==> src/rtl/sfifo_pkg.sv <==
// rtl/sfifo_pkg.sv - shared constants, count-width helper and status bundle for sfifo_param
//
// Purpose: common definitions for the parametrised synchronous FIFO and its integrators.
//   SFIFO_DATA_W_DEF / SFIFO_DEPTH_DEF : default data width and depth
//   sfifo_cnt_w(depth)                 : width of an occupancy count able to hold 0..depth
//   sfifo_status_t                     : packed flag/error bundle for integrating blocks
package sfifo_pkg;

    localparam int SFIFO_DATA_W_DEF = 8;
    localparam int SFIFO_DEPTH_DEF  = 16;

    function automatic int sfifo_cnt_w(input int depth);
        return $clog2(depth) + 1;
    endfunction

    typedef struct packed {
        logic full;
        logic empty;
        logic almost_full;
        logic almost_empty;
        logic overflow;
        logic underflow;
    } sfifo_status_t;

endpackage

==> src/rtl/sfifo_mem.sv <==
// rtl/sfifo_mem.sv - DATA_W x DEPTH register array, one write port, one async read port
//
// Purpose: storage for sfifo_param. Contents are deliberately not reset.
// Ports:
//   clk   in  rising-edge clock
//   wen   in  write enable
//   waddr in  write address
//   wdata in  write data
//   raddr in  read address
//   rdata out combinational read data at raddr
module sfifo_mem #(
    parameter int DATA_W = 8,
    parameter int DEPTH  = 16,
    parameter int AW     = $clog2(DEPTH)
) (
    input  logic              clk,
    input  logic              wen,
    input  logic [AW-1:0]     waddr,
    input  logic [DATA_W-1:0] wdata,
    input  logic [AW-1:0]     raddr,
    output logic [DATA_W-1:0] rdata
);

    logic [DATA_W-1:0] mem [DEPTH];

    always_ff @(posedge clk) begin
        if (wen) begin
            mem[waddr] <= wdata;
        end
    end

    assign rdata = mem[raddr];

endmodule

==> src/rtl/sfifo_param.sv <==
// rtl/sfifo_param.sv - parametrised single-clock FIFO with count, level flags and error pulses
//
// Purpose: circular-buffer FIFO between a producer and a consumer in one clock domain.
// Optional build macro: SFIFO_FWFT_EN selects first-word-fall-through reads
//   (dout shows mem[rptr] while non-empty, rvalid = !empty, re acknowledges the shown word).
//   Without it, reads are registered with one clock of latency.
// Ports:
//   clk, rst_n          clock, asynchronous active-low reset
//   we, din             write request and data
//   re                  read request (pop / acknowledge)
//   dout, rvalid        read data and its valid flag
//   full, empty         count == DEPTH, count == 0
//   almost_full         count >= AF_LVL
//   almost_empty        count <= AE_LVL
//   count               occupancy 0..DEPTH
//   overflow, underflow one-cycle pulses for a rejected write / read
module sfifo_param
    import sfifo_pkg::*;
#(
    parameter int DATA_W = SFIFO_DATA_W_DEF,
    parameter int DEPTH  = SFIFO_DEPTH_DEF,
    parameter int AF_LVL = DEPTH - 2,
    parameter int AE_LVL = 2
) (
    input  logic                          clk,
    input  logic                          rst_n,
    input  logic                          we,
    input  logic [DATA_W-1:0]             din,
    input  logic                          re,
    output logic [DATA_W-1:0]             dout,
    output logic                          rvalid,
    output logic                          full,
    output logic                          empty,
    output logic                          almost_full,
    output logic                          almost_empty,
    output logic [sfifo_cnt_w(DEPTH)-1:0] count,
    output logic                          overflow,
    output logic                          underflow
);

    localparam int AW = $clog2(DEPTH);
    localparam int CW = sfifo_cnt_w(DEPTH);

    logic [AW-1:0]     wptr;
    logic [AW-1:0]     rptr;
    logic [DATA_W-1:0] rdata;
    logic              push;
    logic              pop;

    // Requests are qualified against the registered flags, so a full FIFO
    // never writes through and an empty one never reads the write data.
    assign push = we && !full;
    assign pop  = re && !empty;

    assign full         = (count == CW'(DEPTH));
    assign empty        = (count == '0);
    assign almost_full  = (count >= CW'(AF_LVL));
    assign almost_empty = (count <= CW'(AE_LVL));

    sfifo_mem #(
        .DATA_W (DATA_W),
        .DEPTH  (DEPTH),
        .AW     (AW)
    ) u_mem (
        .clk   (clk),
        .wen   (push),
        .waddr (wptr),
        .wdata (din),
        .raddr (rptr),
        .rdata (rdata)
    );

    always_ff @(posedge clk or negedge rst_n) begin
        if (!rst_n) begin
            wptr      <= '0;
            rptr      <= '0;
            count     <= '0;
            overflow  <= 1'b0;
            underflow <= 1'b0;
        end else begin
            if (push) begin
                wptr <= wptr + 1'b1;
            end
            if (pop) begin
                rptr <= rptr + 1'b1;
            end
            if (push && !pop) begin
                count <= count + 1'b1;
            end else if (pop && !push) begin
                count <= count - 1'b1;
            end
            overflow  <= we && full;
            underflow <= re && empty;
        end
    end

`ifdef SFIFO_FWFT_EN
    // The head word is presented directly; forced to zero while empty so
    // stale memory contents never leak onto dout.
    assign dout   = empty ? '0 : rdata;
    assign rvalid = !empty;
`else
    logic [DATA_W-1:0] dout_q;
    logic              rvalid_q;

    always_ff @(posedge clk or negedge rst_n) begin
        if (!rst_n) begin
            dout_q   <= '0;
            rvalid_q <= 1'b0;
        end else begin
            if (pop) begin
                dout_q <= rdata;
            end
            rvalid_q <= pop;
        end
    end

    assign dout   = dout_q;
    assign rvalid = rvalid_q;
`endif

endmodule

==> config.mk <==
export PLATFORM = sky130hd
export DESIGN_NAME = sfifo_param
export DESIGN_NICKNAME = d
export VERILOG_FILES = /design/src/rtl/sfifo_pkg.sv /design/src/rtl/sfifo_mem.sv /design/src/rtl/sfifo_param.sv
export SDC_FILE = /design/constraint.sdc
export NUM_CORES = 1
export LEC_CHECK = 0
export BUFFER_PORTS_ARGS = -buffer_cell sky130_fd_sc_hd__buf_2
export CORE_UTILIZATION = 60
export DETAILED_ROUTE_END_ITERATION = 12
export GPL_ROUTABILITY_DRIVEN = 0
export PLACE_DENSITY_LB_ADDON = 0.3
export SETUP_SLACK_MARGIN = 0.5
export SLEW_MARGIN = 10
export SYNTH_ARGS = -nofsm -noshare
export SYNTH_HDL_FRONTEND = slang
export SYNTH_SLANG_ARGS = --single-unit
==> constraint.sdc <==
create_clock -name clk -period 5.1 [get_ports clk]
set_input_delay 0.255 -clock clk [delete_from_list [all_inputs] [get_ports clk]]
set_output_delay 0.255 -clock clk [all_outputs]
set_load 0.03 [all_outputs]
==> Yosys cells after proc, flatten, opt, wreduce, memory -nomap -nowiden <==
Memory sizes are Yosys's and may differ from the RTL's. A register that Yosys moved wholly into a read port is not among the register bits.
Cells that the tools add are included.
{ "word_totals": {"latch_bits": 0, "memories": 1, "ram_bits": 128, "reg_bits": 16, "elab_cells": 31, "input_bits": 12, "rom_bits": 0} }
{ "memory_table": {"columns": ["name", "depth", "word_bits", "rd", "rd_clocked_by_memory_dff", "write_ports", "line", "source"], "rows": [
  ["u_mem.mem", 16, 8, 1, 1, 1, "sfifo_mem.sv:24", "logic [DATA_W-1:0] mem [DEPTH];"]
]} }
{ "op_classes": {"addsub": 4, "n_mul": 0, "div": 0, "n_eq_ne": 1, "n_reduce_logical": 13, "n_lt_le_gt_ge": 2, "bitwise_logic": 0, "n_shift": 0, "muxes": 4} }
{ "op_table": {"columns": ["operator", "n"], "rows": [
  ["two-way mux 5 bit", 2],
  ["adder 4 x 1 -> 4 bit (second input constant)", 2],
  ["logical AND 1 bit", 6],
  ["adder 5 x 1 -> 5 bit (second input constant)", 1],
  ["equality test 5 bit (second input constant)", 1],
  ["greater-or-equal comparator 5 x 4 -> 1 bit (second input constant)", 1],
  ["<= comparator 5 x 2 -> 1 bit (second input constant)", 1],
  ["zero test 1 bit", 5],
  ["zero test 5 bit", 1],
  ["subtractor 5 x 1 -> 5 bit (second input constant)", 1],
  ["two-way mux 1 bit", 2],
  ["nonzero test 2 bit", 1]
]} }

==> Depth between registers and ports, before layout <==
Gate-level depths: netlist (run 1).
{ "logic_depth": {"depth_word": 7, "depth_mapped": 10} }

==> Modules after synthesis <==
A second synthesis (run 1) with hierarchy kept.
{ "unflattened": {"cells_unflattened": 314, "hier_area_um2": 6203.4} }
{ "by_module_without_submodules": {"columns": ["mod", "area_each_um2", "instances", "cells_per_inst", "seq_area_each_um2"], "rows": [
  ["sfifo_mem", 4987.3, 1, 221, 3843.7],
  ["sfifo_param", 1216.2, 1, 93, 600.6]
]} }

==> Worst setup path after synthesis (run 1) <==
OpenSTA, ideal clock, no wires.
{ "synth_path": {"path_type": "flip-flop to flip-flop", "from": "register count[0]", "to": "register count[4]", "path_stages_with_launch": 11, "synth_period_minus_slack_ns": 2.922, "path_slack_ns": 2.178, "t_arrival_ns": 2.787, "required_time_ns": 4.965, "cell_sequence": "dfrtp_1 -> or4_4 -> o21ai_4 -> buf_6 -> ha_1 -> inv_1 -> fa_1 -> a21o_1 -> a21oi_1 -> mux2i_1 -> xnor2_1"} }
{ "synth_between": {"elab_chain_cells": 6} }
{ "synth_rtl": {"columns": ["element", "line", "source"], "rows": [
  ["start: declaration", "sfifo_param.sv:36", "output logic [sfifo_cnt_w(DEPTH)-1:0] count,"],
  ["start signal: assignment", "sfifo_param.sv:88", "count <= count + 1'b1;"],
  ["start signal: assignment", "sfifo_param.sv:90", "count <= count - 1'b1;"],
  ["parallel branches: the longest is 6 deep, another holds subtractor 5 x 1 -> 5 bit", null, null]
]} }
Parallel ways; which one is timed is not known. The select of a mux whose other input is x is not followed.
A chain may end at the register's enable or synchronous reset.

==> Worst setup path in the final report (run 1) <==
Ends and elaborated chain as after synthesis.

==> summary.md, run 1 <==
| Metric | Value |
|---|---|
| Final slew viol count | `0` |
| CTS H-tree lvls | `4` |
| Sum of buffers and inverters on the critical path | `1` |
| Maximum vdd drop | `0.327 mV` |
| Register area share after synthesis | `73.0%` |
| Number of synthesized register bits | `152` |
| Worst hold endpoint | `u_mem.mem[11][7]` |
| # fillers | `621` |
| Power, Total | `4.07 mW` |
| FF-to-FF Start | `count[0]` |
| Initial drt markers | `226` |
| Clock network power share | `28.7%` |
| IO Port Bufs | `31` |
| Critical Path Fanout Max | `13` |
| N_diodes | `0` |
| Worst path top cell family by delay | `compound AO/OA/AOI/OAI gates` |
| Fin cells | `505` |
| Peak Freq | `328 MHz` |
| Vias | `2987` |
| Unrepaired setup endpoints after global routing | `false` |
| Crit path max-delay cell type | `or4_4` |
| Height of the chip | `103 µm` |
| R2R cell count | `9` |
| Core area | `9820 µm²` |
| Startpoint type of the worst setup path | `flip-flop` |
| First-pass GRT wire length | `17000 µm` |
| Tmin final | `3.05 ns` |
| Pre-CTS setup slack | `2.06 ns` |
| CTS clk-pin slew, worst paths | `0.06 ns` |
| Number of clock sinks | `152` |
| Multi-input gate area | `1530 µm²` |
| Max-Cap Viols | `0` |
| Clk root buf | `clkbuf_8` |
| Leakage Power | `2.48 nW` |
| HP Class | `in -> reg` |
| WP data arrival | `3.49 ns` |
| Later-pin clock latency in the skew report | `0.53 ns` |
| Worst slew pin tran | `0.917 ns` |
| Final Setup Violations | `0` |
| Sequential share of power | `41.2%` |
| Syn Area/Cell | `19.3 µm²` |
| Synth warn | `0` |
| Final TNS setup | `0 ns` |
| Worst hold start | `din[7]` |
| Sw Share | `32.5%` |
| Comb power frac | `30.2%` |
| Final Hold Viols | `0` |
| Core Util, Final | `70.9%` |
| Number of global-route vias before repair | `3032` |
| Die X | `103 µm` |
| Post-route ant nets | `0` |
| Post-synth cell types | `35` |
| Crit path cell chain | `or4_4 > o21ai_4 > ha_1 > inv_1 > fa_1 > a21o_1 > a21oi_1 > mux2i_1 > xnor2_1` |
| Syn Inst Count | `315` |
| Post-CTS setup buffers | `0` |
| Final worst-path setup slack | `2.05 ns` |
| DP Cell Count | `470` |
| CTS Buf Count | `17` |
| Status | `finished clean` |
| Most frequent cells in the layout | `edfxtp_1, mux4_2, buf_2` |
| Final wirelength | `11300 µm` |
| Quantity of gates resized following cts | `0` |
| CP Class | `reg -> reg` |
| HPWL Detailed | `6880 µm` |
| WP data required | `5.54 ns` |
| Gr ovfl total | `0` |
| Layout area overhead | `14.3%` |
| DIE AREA | `10600 µm²` |
| R2r setup slk | `2.05 ns` |
| DRC Markers | `0` |
| Synthesized area | `6090 µm²` |
| Routed vias/inst | `5.91` |
| Slew headroom | `38.7%` |
| Io pins | `32` |
| Hold depth | `1` |
| Initial antenna violation count | `0` |
| Starting Density | `62.0%` |
| Setup crit end kind | `flip-flop` |
| DRT Pass-1 Iters | `4` |
| Crit path largest cell delay | `0.61 ns` |
| WL per Instance | `22.4 µm` |
| Rows | `36` |
| Most common cell after layout, fill and taps aside | `edfxtp_1` |
| Worst reg2reg path endpoint | `count[4]` |
| Syn nets | `337` |
| Final period util | `59.8%` |
| Total track usage | `24.0%` |
| Largest net degree at the start of global routing | `35` |
| Fraction of layout cells with a size suffix above 1 | `29.6%` |
| TritonCTS clock tree | `done` |
| Int Pwr | `2.75 mW` |
| Nets | `381` |
| CTS max path bufs | `2` |
| Setup Skew | `0.0106 ns` |
| Switching power | `1.32 mW` |
| Register area | `4440 µm²` |
| Pwr Density | `585 nW/µm²` |
[through the flow]
stage                     hold slack, ns  cell area [µm²]
after floorplan                  -0.0406             6090
after global placement             0.263             6370
after detailed placement           0.281             6370
after CTS                         0.0892             6960
after global routing               0.101             6960
final                              0.111             6960
[synthesized netlist by cell type]
| library cell | count | area share, % |
|---|---|---|
| buf_1 | 5 | 0.31 |
| o221ai_1 | 7 | 1.0 |
| nor3_1 | 5 | 0.41 |
| mux2_2 | 2 | 0.37 |
| nand4_2 | 1 | 0.21 |
| buf_4 | 2 | 0.25 |
| nand2_4 | 1 | 0.18 |
| a2111oi_0 | 1 | 0.14 |
| o21ai_0 | 4 | 0.33 |
| dfrtp_1 | 24 | 9.9 |
| nand3_1 | 1 | 0.082 |
| inv_4 | 1 | 0.10 |
| edfxtp_1 | 128 | 63 |
| o21ai_4 | 1 | 0.27 |
| nor4_1 | 1 | 0.10 |
| nor2_1 | 16 | 0.99 |
| buf_6 | 3 | 0.55 |
| buf_2 | 4 | 0.33 |
| nand2b_1 | 2 | 0.21 |
| inv_1 | 5 | 0.31 |
| fa_1 | 1 | 0.33 |
| and3_1 | 1 | 0.10 |
| a21o_1 | 2 | 0.25 |
| mux2i_1 | 17 | 2.8 |
| ha_1 | 9 | 1.8 |
| nand2b_4 | 1 | 0.23 |
| nand2_1 | 21 | 1.3 |
| a21boi_2 | 1 | 0.18 |
| mux4_2 | 32 | 12 |
| nand4_1 | 1 | 0.10 |
| a21oi_1 | 2 | 0.16 |
| xnor2_1 | 9 | 1.3 |
| or4_4 | 1 | 0.18 |
| clkbuf_1 | 2 | 0.12 |
| xor2_1 | 1 | 0.14 |
[final cells by class]
| type | instances | area share, % |
|---|---|---|
| sequential | 152 | 63.9 |
| multi-input combinational | 141 | 21.9 |
| inverter | 6 | 0.360 |
| clock inverter | 13 | 1.73 |
| timing repair buffer | 41 | 3.42 |
| clock buffer | 19 | 6.35 |
| tap | 133 | 2.39 |
[power by group through the flow]
stage	Combinational, mW	Clock (mW)	Sequential, mW
global placement	1.20	0	1.69
global route	1.33	1.23	1.70
CTS	1.25	1.18	1.68
finish	1.23	1.17	1.68
detailed placement	1.23	0	1.70
floorplan	0.880	0	1.75
[worst max-delay path by stage]
stage | cells past startpoint | from | to
final | 9 | count[0] | count[4]
after global routing | 9 | count[0] | count[4]
after CTS | 9 | count[0] | count[4]
after detailed placement | 9 | count[0] | count[4]
after global placement | 9 | count[0] | count[4]
after floorplan | 10 | count[0] | count[4]
[layer usage]
metal | vias up | part of all wire [%] | GRT usage (%)
met1 | 1544 | 41 | 31.5
met4 | 0 | 0.79 | 10.9
met2 | 100 | 52 | 39.2
met5 | - | 0 | 0
met3 | 6 | 5.6 | 4.95
li1 | 1337 | - | -
[kinds of logic (layout without fill, tap and decap cells)]
family | after synthesis | after routing | share of synthesized area, %
XOR/XNOR | 10 | 10 | 1.44
flip-flops | 152 | 152 | 73.0
buffers and inverters | 22 | 79 | 1.97
AND/OR/NAND/NOR | 52 | 52 | 4.09
multiplexers | 51 | 51 | 15.0
AO/OA/AOI/OAI | 18 | 18 | 2.34
adder cells (fa/ha/maj) | 10 | 10 | 2.18
[sequential cells by signal, summed over array words and instances (netlist names)]
name	flops
u_mem.mem	128
dout	8
count	5
rptr	4
wptr	4
overflow	1
rvalid	1
underflow	1
[repair_timing]
action,CTS,global route
endpoints found under the setup margin,0,0
hold buffers,3,0
hold endpoints to repair,26,0
[worst reg2reg max path, cell delays in order, from the launching register on]
cell and delay, ns:
dfrtp_1 0.47, or4_4 0.61, o21ai_4 0.39, ha_1 0.25
inv_1 0.11, fa_1 0.42, a21o_1 0.20, a21oi_1 0.17
mux2i_1 0.23, xnor2_1 0.13
Power figures use the tool's default switching activity.
==> run 2: changes to the inputs <==
==> constraint.sdc (replaced) <==
create_clock -name clk -period 3.15 [get_ports clk]
set_input_delay 0.1575 -clock clk [delete_from_list [all_inputs] [get_ports clk]]
set_output_delay 0.1575 -clock clk [all_outputs]
set_load 0.03 [all_outputs]
==> summary.md, run 2 (synthesized netlist as in run 1, its figures left out) <==
| Metric | Value |
|---|---|
| Most common cell after layout, fill and taps aside | `edfxtp_1 (unchanged)` |
| Crit path max-delay cell type | `or4_4 (unchanged)` |
| Multi-input gate area | `1550 µm² (was 1530 µm²)` |
| Tmin final | `2.57 ns (was 3.05 ns)` |
| Die X | `103 µm (unchanged)` |
| Sum of buffers and inverters on the critical path | `1 (unchanged)` |
| IO Port Bufs | `31 (unchanged)` |
| Total track usage | `24.3% (was 24.0%)` |
| Fraction of layout cells with a size suffix above 1 | `33.4% (was 29.6%)` |
| Maximum vdd drop | `0.630 mV (was 0.327 mV)` |
| Unrepaired setup endpoints after global routing | `false (unchanged)` |
| CTS clk-pin slew, worst paths | `0.07 ns (was 0.06 ns)` |
| First-pass GRT wire length | `17300 µm (was 17000 µm)` |
| Peak Freq | `390 MHz (was 328 MHz)` |
| Finished Cell Area | `7190 µm² (was 6960 µm²)` |
| Starting Density | `62.0% (unchanged)` |
| Clock network power share | `29.1% (was 28.7%)` |
| Startpoint type of the worst setup path | `flip-flop (unchanged)` |
| Crit path cell chain | `or4_4 > o21ai_4 > ha_4 > inv_2 > ha_1 > a21o_1 > a21oi_2 > mux2i_1 > xnor2_1 (was or4_4 > o21ai_4 > ha_1 > inv_1 > fa_1 > a21o_1 > a21oi_1 > mux2i_1 > xnor2_1)` |
| Sw Share | `32.4% (was 32.5%)` |
| Largest net degree at the start of global routing | `28 (was 35)` |
| Final Hold Viols | `0 (unchanged)` |
| CTS Buf Count | `17 (unchanged)` |
| Final Setup Violations | `0 (unchanged)` |
| Worst slew pin tran | `0.774 ns (was 0.917 ns)` |
| # fillers | `600 (was 621)` |
| Critical Path Fanout Max | `7 (was 13)` |
| Final wirelength | `11400 µm (was 11300 µm)` |
| Comb power frac | `30.0% (was 30.2%)` |
| Clk root buf | `clkbuf_8 (unchanged)` |
| HP Class | `in -> async (was in -> reg)` |
| Core area | `9820 µm² (unchanged)` |
| Critical Path Stages | `9 (unchanged)` |
| Number of clock sinks | `152 (unchanged)` |
| Biggest register | `u_mem.mem (unchanged)` |
| Routed vias/inst | `5.86 (was 5.91)` |
| Initial antenna violation count | `0 (unchanged)` |
| Final period util | `81.5% (was 59.8%)` |
| Layout area overhead | `18.1% (was 14.3%)` |
| R2R cell count | `9 (unchanged)` |
| Final TNS setup | `0 ns (unchanged)` |
| Leakage Power | `2.58 nW (was 2.48 nW)` |
| Final worst-path setup slack | `0.584 ns (was 2.05 ns)` |
| WL per Instance | `21.8 µm (was 22.4 µm)` |
| Worst path top cell family by delay | `simple AND/OR/NAND/NOR gates (was compound AO/OA/AOI/OAI gates)` |
| N_diodes | `0 (unchanged)` |
| CTS H-tree lvls | `4 (unchanged)` |
| Number of global-route vias before repair | `3139 (was 3032)` |
| Final slew viol count | `0 (unchanged)` |
| Post-DP Area | `6490 µm² (was 6370 µm²)` |
| DRT Pass-1 Iters | `4 (unchanged)` |
| Io pins | `32 (unchanged)` |
| Later-pin clock latency in the skew report | `0.53 ns (about the same)` |
| Status | `finished clean (unchanged)` |
| WP data required | `3.59 ns (was 5.54 ns)` |
| Height of the chip | `103 µm (unchanged)` |
| Setup Skew | `0.0140 ns (was 0.0106 ns)` |
| Initial drt markers | `151 (was 226)` |
| DIE AREA | `10600 µm² (unchanged)` |
| Rows | `36 (unchanged)` |
| Max-Cap Viols | `0 (unchanged)` |
| Register area | `4450 µm² (was 4440 µm²)` |
| Int Pwr | `4.57 mW (was 2.75 mW)` |
| Max FFs per register | `128 (unchanged)` |
| DRC Markers | `0 (unchanged)` |
| Slew headroom | `48.2% (was 38.7%)` |
| WP data arrival | `3.01 ns (was 3.49 ns)` |
| Pre-CTS setup slack | `0.597 ns (was 2.06 ns)` |
| CP Class | `reg -> reg (unchanged)` |
| Crit path largest cell delay | `0.57 ns (was 0.61 ns)` |
| Sequential share of power | `40.9% (was 41.2%)` |
| Pwr Density | `940 nW/µm² (was 585 nW/µm²)` |
| HPWL Detailed | `7180 µm (was 6880 µm)` |
| Nets | `401 (was 381)` |
| Setup crit end kind | `flip-flop (unchanged)` |
| Most frequent cells in the layout | `edfxtp_1, mux4_2, buf_2 (unchanged)` |
| Vias | `3077 (was 2987)` |
| CTS max path bufs | `2 (unchanged)` |
| Post-route ant nets | `0 (unchanged)` |
| Switching power | `2.19 mW (was 1.32 mW)` |
| TritonCTS clock tree | `done (unchanged)` |
| Gr ovfl total | `0 (unchanged)` |
==> run 2: changes by cell type in the layout (fill, tap and decap cells not counted), moves of 2 or more <==
cell	delta
dfrtp_1	-3
buf_4	+11
dfrtp_2	+3
clkinv_4	-2
dlygate4sd3_1	+8
inv_8	+3
clkbuf_8	-2
==> run 2: repair_timing <==
action,CTS,global route
resized for setup,0,1
setup endpoints to repair,0,2
setup buffers,0,1
hold endpoints to repair,153,0
hold buffers,11,0
==> run 2: worst paths after layout <==
path | slack, ns | startpoint | end
setup / recovery | 0.58 | count[0] | count[4]
hold / removal | 0.19 | rst_n | dout[3]
setup reg to reg | 0.58 | count[0] | count[4]
hold reg to reg | 0.48 | dout[5] | dout[5]
max in group asynchronous | 2.53 | rst_n | count[3]
min in group clk | 0.46 | we | overflow
==> run 2: worst register-to-register path: cells and delay by family (launching register included) <==
family	cells	cell delay (ns)
AND/OR/NAND/NOR	1	0.58
adder cells (fa/ha/maj)	2	0.48
AO/OA/AOI/OAI	3	0.55
flip-flops	1	0.46
XOR/XNOR	1	0.14
multiplexers	1	0.22
buffers and inverters	1	0.06
==> run 2: cell type report <==
cell class	instances	area share (%)
clock buffers	17	5.76
clock inverters	15	2.31
inverters	6	0.348
multi-input cells	141	21.6
flip-flops and latches	152	61.9
well taps	133	2.31
repair buffers	61	5.85
==> run 2: metal layers <==
layer  up-vias  global-route usage, %  share of wire, %
li1       1374                      -                 -
met1      1581                   31.8                42
met2       112                   39.3                51
met3        10                   7.12               6.3
met4         0                   8.78               1.0
met5         -                      0                 0
==> run 2: stage by stage <==
stage	std cells	power, mW	hold WS [ns]	utilization (%)
after global routing	525	7.07	0.205	73.2
after global placement	481	4.74	0.175	66.1
final	525	6.76	0.188	73.2
after detailed placement	481	4.82	0.193	66.1
after floorplan	315	4.27	-0.138	-
after CTS	524	6.80	0.159	73.1
==> run 2: power groups by stage <==
| stage | Sequential (mW) | Combinational (mW) | Clock [mW] |
|---|---|---|---|
| after global routing | 2.80 | 2.20 | 2.07 |
| after CTS | 2.76 | 2.04 | 2.00 |
| after detailed placement | 2.80 | 2.02 | 0 |
| final | 2.76 | 2.03 | 1.97 |
| after global placement | 2.78 | 1.96 | 0 |
| after floorplan | 2.83 | 1.44 | 0 |
==> run 3: changes to the inputs <==
==> constraint.sdc (replaced) <==
create_clock -name clk -period 2.5 [get_ports clk]
set_input_delay 0.125 -clock clk [delete_from_list [all_inputs] [get_ports clk]]
set_output_delay 0.125 -clock clk [all_outputs]
set_load 0.03 [all_outputs]
==> summary.md, run 3 (synthesized netlist as in run 1, its figures left out) <==
| Metric | Value |
|---|---|
| Status | `finished clean (unchanged)` |
| Rows | `36 (unchanged)` |
| Crit path max-delay cell type | `or4_4 (unchanged)` |
| Core area | `9820 µm² (unchanged)` |
| HP Class | `in -> async (unchanged)` |
| DRT Pass-1 Iters | `5 (was 4)` |
| Layout area overhead | `21.4% (was 18.1%)` |
| WP data arrival | `2.93 ns (was 3.01 ns)` |
| Crit path largest cell delay | `0.57 ns (about the same)` |
| Most frequent cells in the layout | `edfxtp_1, mux4_2, buf_2 (unchanged)` |
| N_diodes | `0 (unchanged)` |
| Comb power frac | `35.2% (was 30.0%)` |
| CTS clk-pin slew, worst paths | `0.06 ns (was 0.07 ns)` |
| Maximum vdd drop | `0.759 mV (was 0.630 mV)` |
| Pwr Density | `1170 nW/µm² (was 940 nW/µm²)` |
| Routed vias/inst | `5.99 (was 5.86)` |
| Crit path cell chain | `or4_4 > o21ai_4 > ha_4 > inv_4 > fa_2 > a21o_1 > a21oi_2 > mux2i_1 > xnor2_1 (was or4_4 > o21ai_4 > ha_4 > inv_2 > ha_1 > a21o_1 > a21oi_2 > mux2i_1 > xnor2_1)` |
| Final Hold Viols | `0 (unchanged)` |
| Number of clock sinks | `152 (unchanged)` |
| Startpoint type of the worst setup path | `flip-flop (unchanged)` |
| Die X | `103 µm (unchanged)` |
| Slew headroom | `58.7% (was 48.2%)` |
| IO Port Bufs | `31 (unchanged)` |
| Sequential share of power | `39.7% (was 40.9%)` |
| CTS max path bufs | `2 (unchanged)` |
| # fillers | `539 (was 600)` |
| Core Util, Final | `75.3% (was 73.2%)` |
| Worst slew pin tran | `0.619 ns (was 0.774 ns)` |
| Largest net degree at the start of global routing | `26 (was 28)` |
| Clk root buf | `clkbuf_8 (unchanged)` |
| Post-route ant nets | `0 (unchanged)` |
| Most common cell after layout, fill and taps aside | `edfxtp_1 (unchanged)` |
| Max FFs per register | `128 (unchanged)` |
| Final Setup Violations | `0 (unchanged)` |
| Initial antenna violation count | `0 (unchanged)` |
| Number of global-route vias before repair | `3218 (was 3139)` |
| Switching power | `2.95 mW (was 2.19 mW)` |
| Vias | `3189 (was 3077)` |
| Peak Freq | `403 MHz (was 390 MHz)` |
| CP Class | `reg -> reg (unchanged)` |
| Max-Cap Viols | `0 (unchanged)` |
| Leakage Power | `2.61 nW (was 2.58 nW)` |
| Later-pin clock latency in the skew report | `0.53 ns (about the same)` |
| Setup crit end kind | `flip-flop (unchanged)` |
| Sum of buffers and inverters on the critical path | `1 (unchanged)` |
| Fraction of layout cells with a size suffix above 1 | `39.3% (was 33.4%)` |
| CTS H-tree lvls | `4 (unchanged)` |
| Tmin final | `2.48 ns (was 2.57 ns)` |
| Fin cells | `532 (was 525)` |
| Total track usage | `25.6% (was 24.3%)` |
| First-pass GRT wire length | `18200 µm (was 17300 µm)` |
| HPWL Detailed | `7360 µm (was 7180 µm)` |
| Starting Density | `62.0% (unchanged)` |
| Biggest register | `u_mem.mem (unchanged)` |
| Setup Skew | `0.00739 ns (was 0.0140 ns)` |
| Final slew viol count | `0 (unchanged)` |
| Initial drt markers | `325 (was 151)` |
| Final period util | `99.1% (was 81.5%)` |
| WL per Instance | `22.6 µm (was 21.8 µm)` |
| Int Pwr | `5.73 mW (was 4.57 mW)` |
| Clock network power share | `25.1% (was 29.1%)` |
| DIE AREA | `10600 µm² (unchanged)` |
| Gr ovfl total | `0 (unchanged)` |
| Unrepaired setup endpoints after global routing | `true (was false)` |
| Critical Path Fanout Max | `3 (was 7)` |
| Io pins | `32 (unchanged)` |
| TritonCTS clock tree | `done (unchanged)` |
| Final wirelength | `12000 µm (was 11400 µm)` |
| CTS Buf Count | `17 (unchanged)` |
| WP data required | `2.95 ns (was 3.59 ns)` |
| Nets | `408 (was 401)` |
| Height of the chip | `103 µm (unchanged)` |
| DRC Markers | `0 (unchanged)` |
| Sw Share | `34.0% (was 32.4%)` |
| Worst path top cell family by delay | `simple AND/OR/NAND/NOR gates (unchanged)` |
| DP Cell Count | `477 (was 481)` |
[run 3: final timing paths]
kind,end,depth (start not counted),start,slack [ns]
worst max-delay path,count[4],9,count[3],0.02
worst min-delay path,count[1],2,rst_n,0.15
worst max register to register,count[4],9,count[3],0.02
worst min register to register,dout[5],2,dout[5],0.48
max in group asynchronous,rptr[2],2,rst_n,1.91
min in group clk,overflow,3,we,0.40
[run 3: timing repair]
action	in CTS	in global routing
hold buffers	11	0
gates resized for setup	28	13
hold endpoints to repair	154	0
cloned	0	0
setup buffers	10	2
endpoints found under the setup margin	132	18
pin swaps	11	8
[run 3: through the flow]
step / cell area (µm²) / TNS (ns) / total power [mW] / hold slack [ns] / setup slack (ns)
3_5_place_dp: 6520 / 0 / 6.22 / 0.168 / 0.00846
3_3_place_gp: 6520 / 0 / 6.11 / 0.156 / 0.0644
6_report: 7390 / 0 / 8.68 / 0.148 / 0.0214
4_1_cts: 7320 / 0 / 8.61 / 0.133 / 0.0290
2_1_floorplan: 6180 / -0.254 / 5.46 / -0.171 / -0.198
5_1_grt: 7390 / -0.0892 / 9.07 / 0.206 / -0.0892
[run 3: power by group through the flow]
stage,clock [mW],sequential (mW),combinational (mW)
floorplan,0,3.57,1.89
global placement,0,3.46,2.65
detailed placement,0,3.48,2.74
CTS,2.21,3.44,2.95
global route,2.32,3.48,3.27
finish,2.18,3.44,3.05
[run 3: area by class of cell]
type                            count  area (µm²)  share of cell area [%]
Inverter                            6        27.5                   0.372
Clock buffer                       19         422                    5.70
Multi-Input combinational cell    141        1750                    23.7
Sequential cell                   152        4450                    60.2
Clock inverter                     13        82.6                    1.12
Timing Repair Buffer               68         494                    6.68
Tap cell                          133         166                    2.25
[run 3: layer usage]
layer | track usage [%] | wire [µm]
met5 | 0 | 0
met3 | 6.85 | 739
met4 | 9.75 | 121
met1 | 33.3 | 4820
met2 | 41.9 | 6370
